## config.mk

```make
export PLATFORM = sky130hd
export DESIGN_NAME = c2_chunk_sequencer_flat
export DESIGN_NICKNAME = d
export VERILOG_FILES = /design/src/rtl/c2_chunk_sequencer_if.sv /design/src/rtl/c2_chunk_sequencer.sv /design/src/flat_wrapper.sv
export SDC_FILE = /design/constraint.sdc
export NUM_CORES = 1
export LEC_CHECK = 0
export ABC_AREA = 1
export ABC_CLOCK_PERIOD_IN_PS = 2460
export BUFFER_PORTS_ARGS = -buffer_cell sky130_fd_sc_hd__buf_2
export CORE_ASPECT_RATIO = 1.4
export CORE_MARGIN = 8
export CORE_UTILIZATION = 52
export CTS_BUF_LIST = sky130_fd_sc_hd__clkbuf_16
export DETAILED_ROUTE_END_ITERATION = 10
export PLACE_DENSITY = 0.88
export SLEW_MARGIN = 20
export SYNTH_ARGS = -nofsm -noshare
export SYNTH_HDL_FRONTEND = slang
export SYNTH_SLANG_ARGS = --single-unit
```

## constraint.sdc

```tcl
create_clock -name clk -period 2.46 [get_ports clk]
set_input_delay 0.369 -clock clk [delete_from_list [all_inputs] [get_ports clk]]
set_output_delay 0.369 -clock clk [all_outputs]
set_load 0.03 [all_outputs]
```

## src/rtl/c2_chunk_sequencer_if.sv

```systemverilog
// Requester/consumer bundle for the chunked two's complement negator.
// master: drives start/din, sees ready/busy/done/dout/cout/ovf.
// slave : the sequencer side of the same signals.
interface c2_chunk_sequencer_if #(
    parameter int W = 24
);
    logic         start;
    logic [W-1:0] din;
    logic         ready;
    logic         busy;
    logic         done;
    logic [W-1:0] dout;
    logic         cout;
    logic         ovf;

    modport master (
        output start, din,
        input  ready, busy, done,
        input  dout, cout, ovf
    );

    modport slave (
        input  start, din,
        output ready, busy, done,
        output dout, cout, ovf
    );
endinterface

```

## src/rtl/c2_chunk_sequencer.sv

```systemverilog
// Wide two's complement negation, one CHUNK-bit slice per clock,
// carry chained LSB chunk first.
// Ports: clk, reset (sync, active-high), bus (slave modport):
//   start/din in; ready/busy/done, dout/cout/ovf out.
module c2_chunk_sequencer #(
    parameter int CHUNK  = 6,
    parameter int NCHUNK = 4
) (
    input  logic             clk,
    input  logic             reset,
    c2_chunk_sequencer_if.slave bus
);
    localparam int W  = CHUNK * NCHUNK;
    localparam int IW = (NCHUNK > 1) ? $clog2(NCHUNK) : 1;
    localparam logic [IW-1:0] LAST = IW'(NCHUNK - 1);
    localparam logic [W-1:0]  MINV = {1'b1, {(W-1){1'b0}}};

    typedef enum logic [1:0] {
        IDLE,
        RUN,
        DONE
    } state_t;

    state_t         state;
    state_t         state_nxt;
    logic [W-1:0]   operand;
    logic [W-1:0]   acc;
    logic [W-1:0]   acc_nxt;
    logic [IW-1:0]  idx;
    logic           carry;
    logic           carry_nxt;
    logic [CHUNK-1:0] slice;
    logic [CHUNK-1:0] res;
    logic           last;
    logic           accept;

    assign slice = operand[idx*CHUNK +: CHUNK];
    assign res   = ~slice + {{(CHUNK-1){1'b0}}, carry};
    assign last  = (idx == LAST);

    // The carry only survives an all-zero slice.
    assign carry_nxt = carry & (slice == '0);

    // Merge the freshly computed chunk so the final edge can
    // publish the complete word directly.
    always_comb begin
        acc_nxt = acc;
        acc_nxt[idx*CHUNK +: CHUNK] = res;
    end

    assign accept = bus.start & (state != RUN);

    always_comb begin
        state_nxt = state;
        unique case (state)
            IDLE:    if (bus.start) state_nxt = RUN;
            RUN:     if (last) state_nxt = DONE;
            DONE:    state_nxt = bus.start ? RUN : IDLE;
            default: state_nxt = IDLE;
        endcase
    end

    always_ff @(posedge clk) begin
        if (reset) state <= IDLE;
        else       state <= state_nxt;
    end

    always_ff @(posedge clk) begin
        if (reset) begin
            operand  <= '0;
            acc      <= '0;
            idx      <= '0;
            carry    <= 1'b0;
            bus.dout <= '0;
            bus.cout <= 1'b0;
            bus.ovf  <= 1'b0;
        end else if (accept) begin
            operand <= bus.din;
            acc     <= '0;
            idx     <= '0;
            carry   <= 1'b1;
        end else if (state == RUN) begin
            acc   <= acc_nxt;
            carry <= carry_nxt;
            idx   <= idx + IW'(1);
            if (last) begin
                bus.dout <= acc_nxt;
                bus.cout <= carry_nxt;
                bus.ovf  <= (operand == MINV);
            end
        end
    end

    assign bus.ready = (state != RUN);
    assign bus.busy  = (state == RUN);
    assign bus.done  = (state == DONE);
endmodule
```

## src/flat_wrapper.sv

```systemverilog
// flat-port wrapper written by rule: the top's interface ports become plain ports
module c2_chunk_sequencer_flat 
#(
    parameter int CHUNK  = 6,
    parameter int NCHUNK = 4
)
  (clk, reset, bus_start, bus_din, bus_ready, bus_busy, bus_done, bus_dout, bus_cout, bus_ovf);
  c2_chunk_sequencer_if bus_i ();
  input  logic clk;
  input  logic reset;
  input wire logic [$bits(bus_i.start)-1:0] bus_start;
  input wire logic [$bits(bus_i.din)-1:0] bus_din;
  output wire logic [$bits(bus_i.ready)-1:0] bus_ready;
  output wire logic [$bits(bus_i.busy)-1:0] bus_busy;
  output wire logic [$bits(bus_i.done)-1:0] bus_done;
  output wire logic [$bits(bus_i.dout)-1:0] bus_dout;
  output wire logic [$bits(bus_i.cout)-1:0] bus_cout;
  output wire logic [$bits(bus_i.ovf)-1:0] bus_ovf;
  assign bus_i.start = bus_start;
  assign bus_i.din = bus_din;
  assign bus_ready = bus_i.ready;
  assign bus_busy = bus_i.busy;
  assign bus_done = bus_i.done;
  assign bus_dout = bus_i.dout;
  assign bus_cout = bus_i.cout;
  assign bus_ovf = bus_i.ovf;
  c2_chunk_sequencer #(.CHUNK(CHUNK), .NCHUNK(NCHUNK)) u_core (.clk(clk), .reset(reset), .bus(bus_i));
endmodule
```

# [Word level (Yosys, flattened, before mapping)]
# Index checks and enable logic that the tools add are counted.
# W data, S select, Z words.
[op_classes] addsub=3 n_mul=1 div_mod_pow=0 order_cmp=0 n_eq_ne=7 n_shift=3 muxes=7 bitwise=4 reduce_logical=6
[ops] operator="$neg A5 Y34" n=1
[ops] operator="$shift A6 B34 Y24 const A" n=1
[ops] operator="$shiftx A6 B34 Y24" n=1
[ops] operator="$bwmux W24" n=1
[ops] operator="$eq A24 B24 Y1 const B" n=1
[ops] operator="$shiftx A24 B6 Y6" n=1
[ops] operator="$add A6 B1 Y6" n=1
[ops] operator="$logic_not A6 Y1" n=1
[ops] operator="$not A6 Y6" n=1
[ops] operator="$pmux W2 S3" n=1
[ops] operator="$eq A2 B2 Y1 const B" n=2
[ops] operator="$mul A2 B2 Y4 const B" n=1
[ops] operator="$mux W2" n=2
[ops] operator="$ne A2 B1 Y1 const B" n=2
[ops] operator="$mux W1" n=3
[ops] operator="$reduce_and A3 Y1" n=1
[ops] operator="$add A2 B1 Y2 const B" n=1
[ops] operator="$and A1 B1 Y1" n=2
[ops] operator="$eq A2 B1 Y1 const B" n=1
[ops] operator="$logic_not A2 Y1" n=1
[ops] operator="$ne A2 B2 Y1 const B" n=1
[ops] operator="$reduce_and A2 Y1" n=1
[ops] operator="$reduce_bool A2 Y1" n=1
[ops] operator="$reduce_or A2 Y1" n=1
[ops] operator="$not A1 Y1" n=1
[word_totals] register_bits=79 latchBits=0 ramBits=0 romBits=0 input_bits=27 memories=0

# [Logic depth before layout (Yosys ltp)]
# Gate-level depths: netlist (run 1).
[depth] depth_word=6 depth_mapped=18 mapped_depth_nobuf=16

# [Least setup slack after synthesis (run 1)]
# Ideal clock, no wire load.
[synth_path] path_type="register -> register" from="register u_core.idx[0]" to="register u_core.acc[18]" setup_time_ns=0.059 arrival_time_ns=2.303 required_ns=2.401 path_slack_ns=0.098 stages_incl_launch_ff=12 synth_period_minus_slack_ns=2.362 cell_sequence="dfxtp_1 -> buf_6 -> inv_4 -> buf_6 -> clkbuf_1 -> ha_1 -> clkbuf_1 -> nor4_1 -> a22oi_1 -> o21ai_0 -> o21ai_0 -> inv_1"
[synth_between] elab_chain_cells=6
[synth_lines] element="from (decl)" line_no="c2_chunk_sequencer.sv:29" rtl="logic [IW-1:0] idx;"
[synth_lines] element="from (signal assigned)" line_no="c2_chunk_sequencer.sv:85" rtl="idx <= idx + IW'(1);"
[synth_lines] element="$mul A2 B2 Y4 *" line_no="c2_chunk_sequencer.sv:37, c2_chunk_sequencer.sv:48"
[synth_lines] element="$shiftx A24 B6 Y6" line_no="c2_chunk_sequencer.sv:37" rtl="assign slice = operand[idx*CHUNK +: CHUNK];"
[synth_lines] element="$not A6 Y6" line_no="c2_chunk_sequencer.sv:38" rtl="assign res = ~slice + {{(CHUNK-1){1'b0}}, carry};"
[synth_lines] element="$add A6 B1 Y6" line_no="c2_chunk_sequencer.sv:38"
[synth_lines] element="$shiftx A6 B34 Y24" line_no="c2_chunk_sequencer.sv:48" rtl="acc_nxt[idx*CHUNK +: CHUNK] = res;"
[synth_lines] element="$bwmux W24 *" line_no="c2_chunk_sequencer.sv:48"
[synth_lines] element="to (signal assigned)" line_no="c2_chunk_sequencer.sv:83" rtl="acc <= acc_nxt;"
[synth_lines] element="to (decl)" line_no="c2_chunk_sequencer.sv:27" rtl="logic [W-1:0] acc;"
# Mark *: on every way between the ends. The rest lies on a longest branch, timed or not.
# A chain may end at the register's enable or synchronous reset.

# [Worst setup path after layout (run 1)]
[layout_path] from="register u_core.idx[0]" to="register u_core.acc[17]"
# Same word-level chain as after synthesis.

==> metrics, run 1 <==
crit path cell chain o21ai_0, a21oi_1, a21oi_1, ha_1, ha_1, nand2_1, nand2_1, a21boi_4, nand2_1, nand2_1, nand2_1, nand3_1, nand2_1, inv_1; Mapped Nets 656; drt wl/cell 13.7 um; internal reg-to-reg setup slack 0.17 ns; Area Overhead vs Synth 18.9%; IO Pins 56; commonest non-fill, non-tap cells in the layout 144 x nand2_1, 95 x nor2_1, 77 x dfxtp_1, 72 x inv_1, 71 x nand3_1; hpwl dp 7990 um; synthesis-stage register bit count 79; Critical Path Max Stage Delay 0.42 ns; GP Congestion 0.983; Antenna Nets Post-Route 0; Final period util 0.930; share of layout cells above drive strength 1 0.160; Root Buffer clkbuf_16; die area 0.0110 mm2; synth warn 0; largest family of logic cells by synthesized area simple AND/OR/NAND/NOR gates; total track usage 0.201; Synth cell types 35; Compound-Gate Fraction of Synth Area 0.124; Layout Utilization 0.632; vias per cell 5.22; register area 0.00158 mm2; core area 0.00765 mm2; grt ovf 0; Setup crit start kind register; Worst-path clk slew 0.06 ns; register area share after synthesis 0.389; Die Ht 121 um; via count 4080; dpl cells 766; max_cap viols 0; clock sink count 79; Multi-input gate area 0.00210 mm2; Max FO, Critical Path 10; Slew Viols, Final 0; largest net degree at the start of global routing 51; Setup violations, final 0; Slowest cell on crit path dfxtp_2; Final Critical Period 2.29 ns; status finished, final reports clean; CTS tree built; Chip Width 90.8 um; Clock Latency Late Sink 0.34 ns; syn_area_per_cell 6.55 um2; Clock Skew 0.00654 ns; initial detailed-routing violation count 188; Peak supply drop 0.446 mV; power density cells 678 mW/mm2; CP arrival 2.52 ns; Netlist Area Pre-Place 0.00407 mm2; worst slew pin tran 0.652 ns; cell mode on critical path nand2_1; dpl cell area 0.00450 mm2; antenna diode count 0; CP Capture Type register; commonest non-fill, non-tap cell in the layout nand2_1; vias in the first global route 4113; Post-Synth Simple-Gate Area 0.355; TritonCTS buffer count 9; row count 38; initial antenna violation count 0; final cell count without fillers 781; # nets final 712; P_leak 2.44 nW; PortBufs 55; DR pass1 iterations 5; first-pass GRT wire length 18000 um; Hold Fails Final Rpt 0; Post-Synth Adder-Cell Area 0.0246; H-tree depth 3; type of the most critical hold path input pin to register; Syn Inst Count 621; Slew Limit Headroom 0.565; Post CTS Setup Buffer Count 0; Required @ worst endpoint 2.69 ns; Initial Util 0.532; mux contribution to synthesized area 0; Filler Cells Inserted 711; clock buffer depth 2; WL final 10700 um; post-route cell area 0.00484 mm2; drc violations 0; Synth Area in XOR/XNOR 0.00431; fmax 437 MHz; Setup CP Type register to register
[worst max-delay path: cells and delay by family (launching register included)]
| family | cells | cell delay, ns |
|---|---|---|
| DFF | 1 | 0.42 |
| AOI/OAI and AO/OA | 4 | 0.49 |
| buffers and inverters | 1 | 0.05 |
| adders and majority gates | 2 | 0.52 |
| and+or+nand+nor | 7 | 0.71 |
[flip-flops by register name, summed over array words and instances (netlist names)]
signal / flops
u_core.acc: 24
u_core.bus.cout: 1
u_core.bus.dout: 24
u_core.bus.ovf: 1
u_core.carry: 1
u_core.idx: 2
u_core.operand: 24
u_core.state: 2
[synthesized netlist by cell type, drive strengths merged]
cell type | number | area [um2]
nand4 | 4 | 25.0
a22oi | 2 | 15.0
nor2 | 101 | 389
inv | 76 | 288
buf | 7 | 50.0
or4 | 1 | 7.51
nor4 | 5 | 31.3
o22ai | 1 | 6.26
o21bai | 3 | 22.5
o21ai | 44 | 220
o21a | 19 | 143
and2 | 1 | 6.26
a21boi | 1 | 7.51
nand3 | 73 | 375
a21oi | 17 | 85.1
nor3 | 3 | 15.0
a31oi | 1 | 6.26
dfxtp | 79 | 1580
xnor2 | 1 | 8.76
xor2 | 1 | 8.76
ha | 8 | 100
or2 | 3 | 18.8
nand2 | 148 | 576
clkbuf | 22 | 82.6
[cell type report]
class                      count  area share
inverter                      76      0.0608
timing repair buffer          74      0.0890
tap                          100      0.0259
multi-input combinational    437       0.435
clock inverter                 6      0.0158
clock buffer                   9      0.0466
sequential                    79       0.327
[what timing repair did]
action,in CTS,in global routing
endpoints found under the setup margin,3,25
cloned,0,0
gates resized for setup,1,10
hold buffers,0,0
[cells by family after synthesis]
logic type / Yosys count
AO/OA/AOI/OAI: 88
XOR/XNOR: 2
adder cells (fa/ha/maj): 8
buffers and inverters: 105
flip-flops: 79
AND/OR/NAND/NOR: 339
[path summary, 6_finish.rpt]
kind,from,endpoint,cells after the start
worst max-delay path,u_core.idx[0],u_core.acc[17],14
worst min-delay path,bus_din[15],u_core.operand[15],3
worst max register to register,u_core.idx[0],u_core.acc[17],14
worst min register to register,u_core.operand[22],u_core.operand[22],2
[per-layer routing]
metal	wire length [um]	GRT usage	vias up
met4	540	0.144	0
li1	-	-	2081
met3	476	0.0465	37
met5	0	0	-
met1	4110	0.195	1832
met2	5580	0.366	130
[through the flow]
stage	setup slack, ns	TNS (ns)	power, W	hold slack [ns]
4_1_cts	0.0493	0	0.00329	0.266
2_1_floorplan	0.0976	0	0.00178	0.438
6_report	0.172	0	0.00328	0.286
3_3_place_gp	0.0449	0	0.00191	0.453
5_1_grt	-0.0234	-0.0234	0.00343	0.292
3_5_place_dp	-0.00958	-0.00958	0.00193	0.459
[report_power, final]
group	total (W)	leakage, nW	internal, W	switching (W)
combinational	0.000535	1.65	0.000188	0.000346
sequential	0.00139	0.646	0.00134	0.0000443
clock	0.00136	0.148	0.000869	0.000489
total	0.00328	2.44	0.00240	0.000880
Note: power is estimated with default switching activity, not from simulation.
==> run 2: changes to the inputs <==
--- a/config.mk
+++ b/config.mk
@@ -5,15 +5,14 @@
 export SDC_FILE = /design/constraint.sdc
 export NUM_CORES = 1
 export LEC_CHECK = 0
-export ABC_AREA = 1
 export ABC_CLOCK_PERIOD_IN_PS = 2460
 export BUFFER_PORTS_ARGS = -buffer_cell sky130_fd_sc_hd__buf_2
 export CORE_ASPECT_RATIO = 1.4
 export CORE_MARGIN = 8
-export CORE_UTILIZATION = 52
+export CORE_UTILIZATION = 51
 export CTS_BUF_LIST = sky130_fd_sc_hd__clkbuf_16
 export DETAILED_ROUTE_END_ITERATION = 10
-export PLACE_DENSITY = 0.88
+export PLACE_DENSITY = 0.87
 export SLEW_MARGIN = 20
 export SYNTH_ARGS = -nofsm -noshare
 export SYNTH_HDL_FRONTEND = slang
==> metrics, run 2 <==
Setup CP Type register to register; Setup crit end u_core.bus.dout[8]; drc violations 0 (unchanged); post-synth top area share 0.412 (+0.0233); Syn Inst Count 472 (-24%); Largest regs u_core.acc x24, u_core.bus.dout x24, u_core.operand x24; TritonCTS buffer count 9 (unchanged); IO Pins 56 (unchanged); initial detailed-routing violation count 259 (+38%); dpl cell area 0.00448 mm2 (-0.39%); Synth top cells by count 79 x dfxtp_1, 77 x nand2_1, 63 x nor2_1; ys flop type dfxtp_1; Filler Cells Inserted 643 (-9.6%); WL final 11400 um (+6.5%); Final Critical Period 2.43 ns (+0.144 ns); most frequent cell after synthesis dfxtp_1; synth warn 0 (unchanged); Antenna Nets Post-Route 0 (unchanged); status finished, final reports clean; CP Capture Type register; Peak supply drop 0.466 mV (+4.5%); clock sink count 79 (unchanged); largest net degree at the start of global routing 30 (-41%); hold wc startpoint bus_din[16]; asr flop ratio synth 0 (unchanged); syn_area_per_cell 8.13 um2 (+24%); post-route cell area 0.00491 mm2 (+1.5%); vias per cell 5.86 (+12%); setup TNS 0 ns (unchanged); unrepaired setup endpoints after global routing yes; Max FO, Critical Path 4 (-6); fmax 411 MHz (-5.9%); commonest non-fill, non-tap cells in the layout 77 x dfxtp_1, 75 x nand2_1, 61 x nor2_1, 55 x buf_2, 45 x buf_4; worst-case reg-to-reg path depth 10 (-4); # nets final 587 (-18%); hpwl dp 8430 um (+5.5%); ranking of synthesized cells by area dfxtp_1 41%, nand2_1 7.5%, nor2_1 6.2%; Worst-path clk slew 0.06 ns (about the same); worst r2r src u_core.idx[0]; row count 37 (-2.6%); Clock Skew 0.00503 ns (-0.00151 ns); total track usage 0.221 (+0.0199); DR pass1 iterations 5 (unchanged); commonest non-fill, non-tap cell in the layout dfxtp_1; Layout Utilization 0.671 (+0.0393); Setup violations, final 0 (unchanged); cts hold-fix bufs 0 (unchanged); worst r2r dst u_core.bus.dout[8]; grt ovf 0 (unchanged); Netlist Area Pre-Place 0.00384 mm2 (-5.7%); Final period util 0.989 (+0.0584); max_cap viols 0 (unchanged); Area Overhead vs Synth 27.9%; Slew Limit Headroom 0.556 (-0.00828); die area 0.0106 mm2 (-3.2%); via count 3834 (-6.0%); Synth cell types 51 (+46%); Required @ worst endpoint 2.68 ns (about the same); CP arrival 2.65 ns (+0.13 ns); power density cells 652 mW/mm2 (-3.8%); Slew Viols, Final 0 (unchanged); Root Buffer clkbuf_16; Clock Latency Late Sink 0.34 ns (about the same); GP Congestion 0.924 (-6.0%); worst slew pin tran 0.663 ns (+0.0107 ns); CTS tree built; P_leak 1.95 nW (-20%); Chip Width 89.3 um (-1.6%); PortBufs 55 (unchanged); type of the most critical hold path input pin to register; Hold Fails Final Rpt 0 (unchanged); Die Ht 119 um (-1.7%); Initial Util 0.525 (-0.00674); first-pass GRT wire length 18300 um (+1.8%); clock buffer depth 2 (unchanged); leading area contributor after synthesis dfxtp_1; core area 0.00731 mm2 (-4.4%); Post-synth EDFFs 0 (unchanged); register area share after synthesis 0.412 (+0.0233); initial antenna violation count 0 (unchanged); antenna diode count 0 (unchanged); H-tree depth 3 (unchanged); share of layout cells above drive strength 1 0.291 (+0.131); internal reg-to-reg setup slack 0.03 ns (-0.14 ns); vias in the first global route 3721 (-9.5%); synthesis-stage register bit count 79 (unchanged); drt wl/cell 17.4 um (+27%); Mapped Nets 507 (-23%); Critical Path Start u_core.idx[0]; Setup crit start kind register
-- run 2: changes by cell type in the layout (fill, tap and decap cells not counted), sizes merged, moves of 6 or more --
cell,change
buf,+26
nand2b,+6
a21oi,+26
a211oi,+18
nor2,-38
inv,-59
nor2b,+6
o21a,-19
nand2,-71
nand3,-60
a221oi,+7
o21ai,-25
nor3,+16
-- run 2: critical path: stages, from the launching register on --
cell      delay [ns]
dfxtp_2         0.35
mux4_2          0.52
inv_2           0.09
ha_4            0.16
ha_4            0.16
inv_4           0.04
or4_4           0.48
nand2_4         0.12
o21ai_4         0.08
a221oi_2        0.24
nor3_1          0.06
-- run 2: final cells by class --
class / instances / area [um2] / area share
Clock buffer: 9 / 225 / 0.0459
Clock inverter: 7 / 63.8 / 0.0130
Inverter: 14 / 55.1 / 0.0112
Multi-Input combinational cell: 348 / 2250 / 0.458
Sequential cell: 79 / 1580 / 0.323
Tap cell: 97 / 121 / 0.0247
Timing Repair Buffer: 100 / 613 / 0.125
-- run 2: repair_timing --
item	in CTS	in global routing
setup buffers	0	8
gates resized for setup	2	15
endpoints found under the setup margin	2	26
pin swaps	0	5
endpoints found under the hold margin	0	0
gates cloned	0	0
-- run 2: worst min-delay path by stage --
stage,to,slack (ns),cells after the start
4_1_cts,u_core.operand[10],0.25,3
3_3_place_gp,u_core.acc[11],0.44,2
5_1_grt,u_core.operand[13],0.26,3
2_1_floorplan,u_core.acc[17],0.43,2
3_5_place_dp,u_core.acc[11],0.45,2
6_report,u_core.operand[16],0.26,3
-- run 2: power by group --
| part | total (W) | switching (W) | internal (W) |
|---|---|---|---|
| combinational | 0.000556 | 0.000325 | 0.000231 |
| clock | 0.00129 | 0.000516 | 0.000777 |
| sequential | 0.00135 | 0.0000349 | 0.00132 |
-- run 2: kinds of logic after synthesis --
logic type / after synthesis / synth area share
xor gates and xnor gates: 2 / 0.00456
and+or+nand+nor: 207 / 0.243
buffers and inverters: 45 / 0.0469
AOI/OAI and AO/OA: 119 / 0.218
DFF: 79 / 0.412
muxes: 12 / 0.0486
adders and majority gates: 8 / 0.0261
-- run 2: through the flow --
step,std cells,hold WS [ns],total power [W],setup slack (ns)
final,654,0.263,0.00320,0.0282
after global routing,654,0.256,0.00333,-0.100
after CTS,646,0.255,0.00318,0.00686
after detailed placement,630,0.447,0.00189,0.00971
after global placement,630,0.441,0.00188,0.0843
after floorplan,472,0.432,0.00172,-0.0929
-- run 2: per-layer routing --
layer | routed length [um] | share of wire | track usage
met5 | 0 | 0 | 0
met4 | 324 | 0.028 | 0.0888
met2 | 6060 | 0.53 | 0.388
met3 | 603 | 0.053 | 0.0499
met1 | 4420 | 0.39 | 0.244
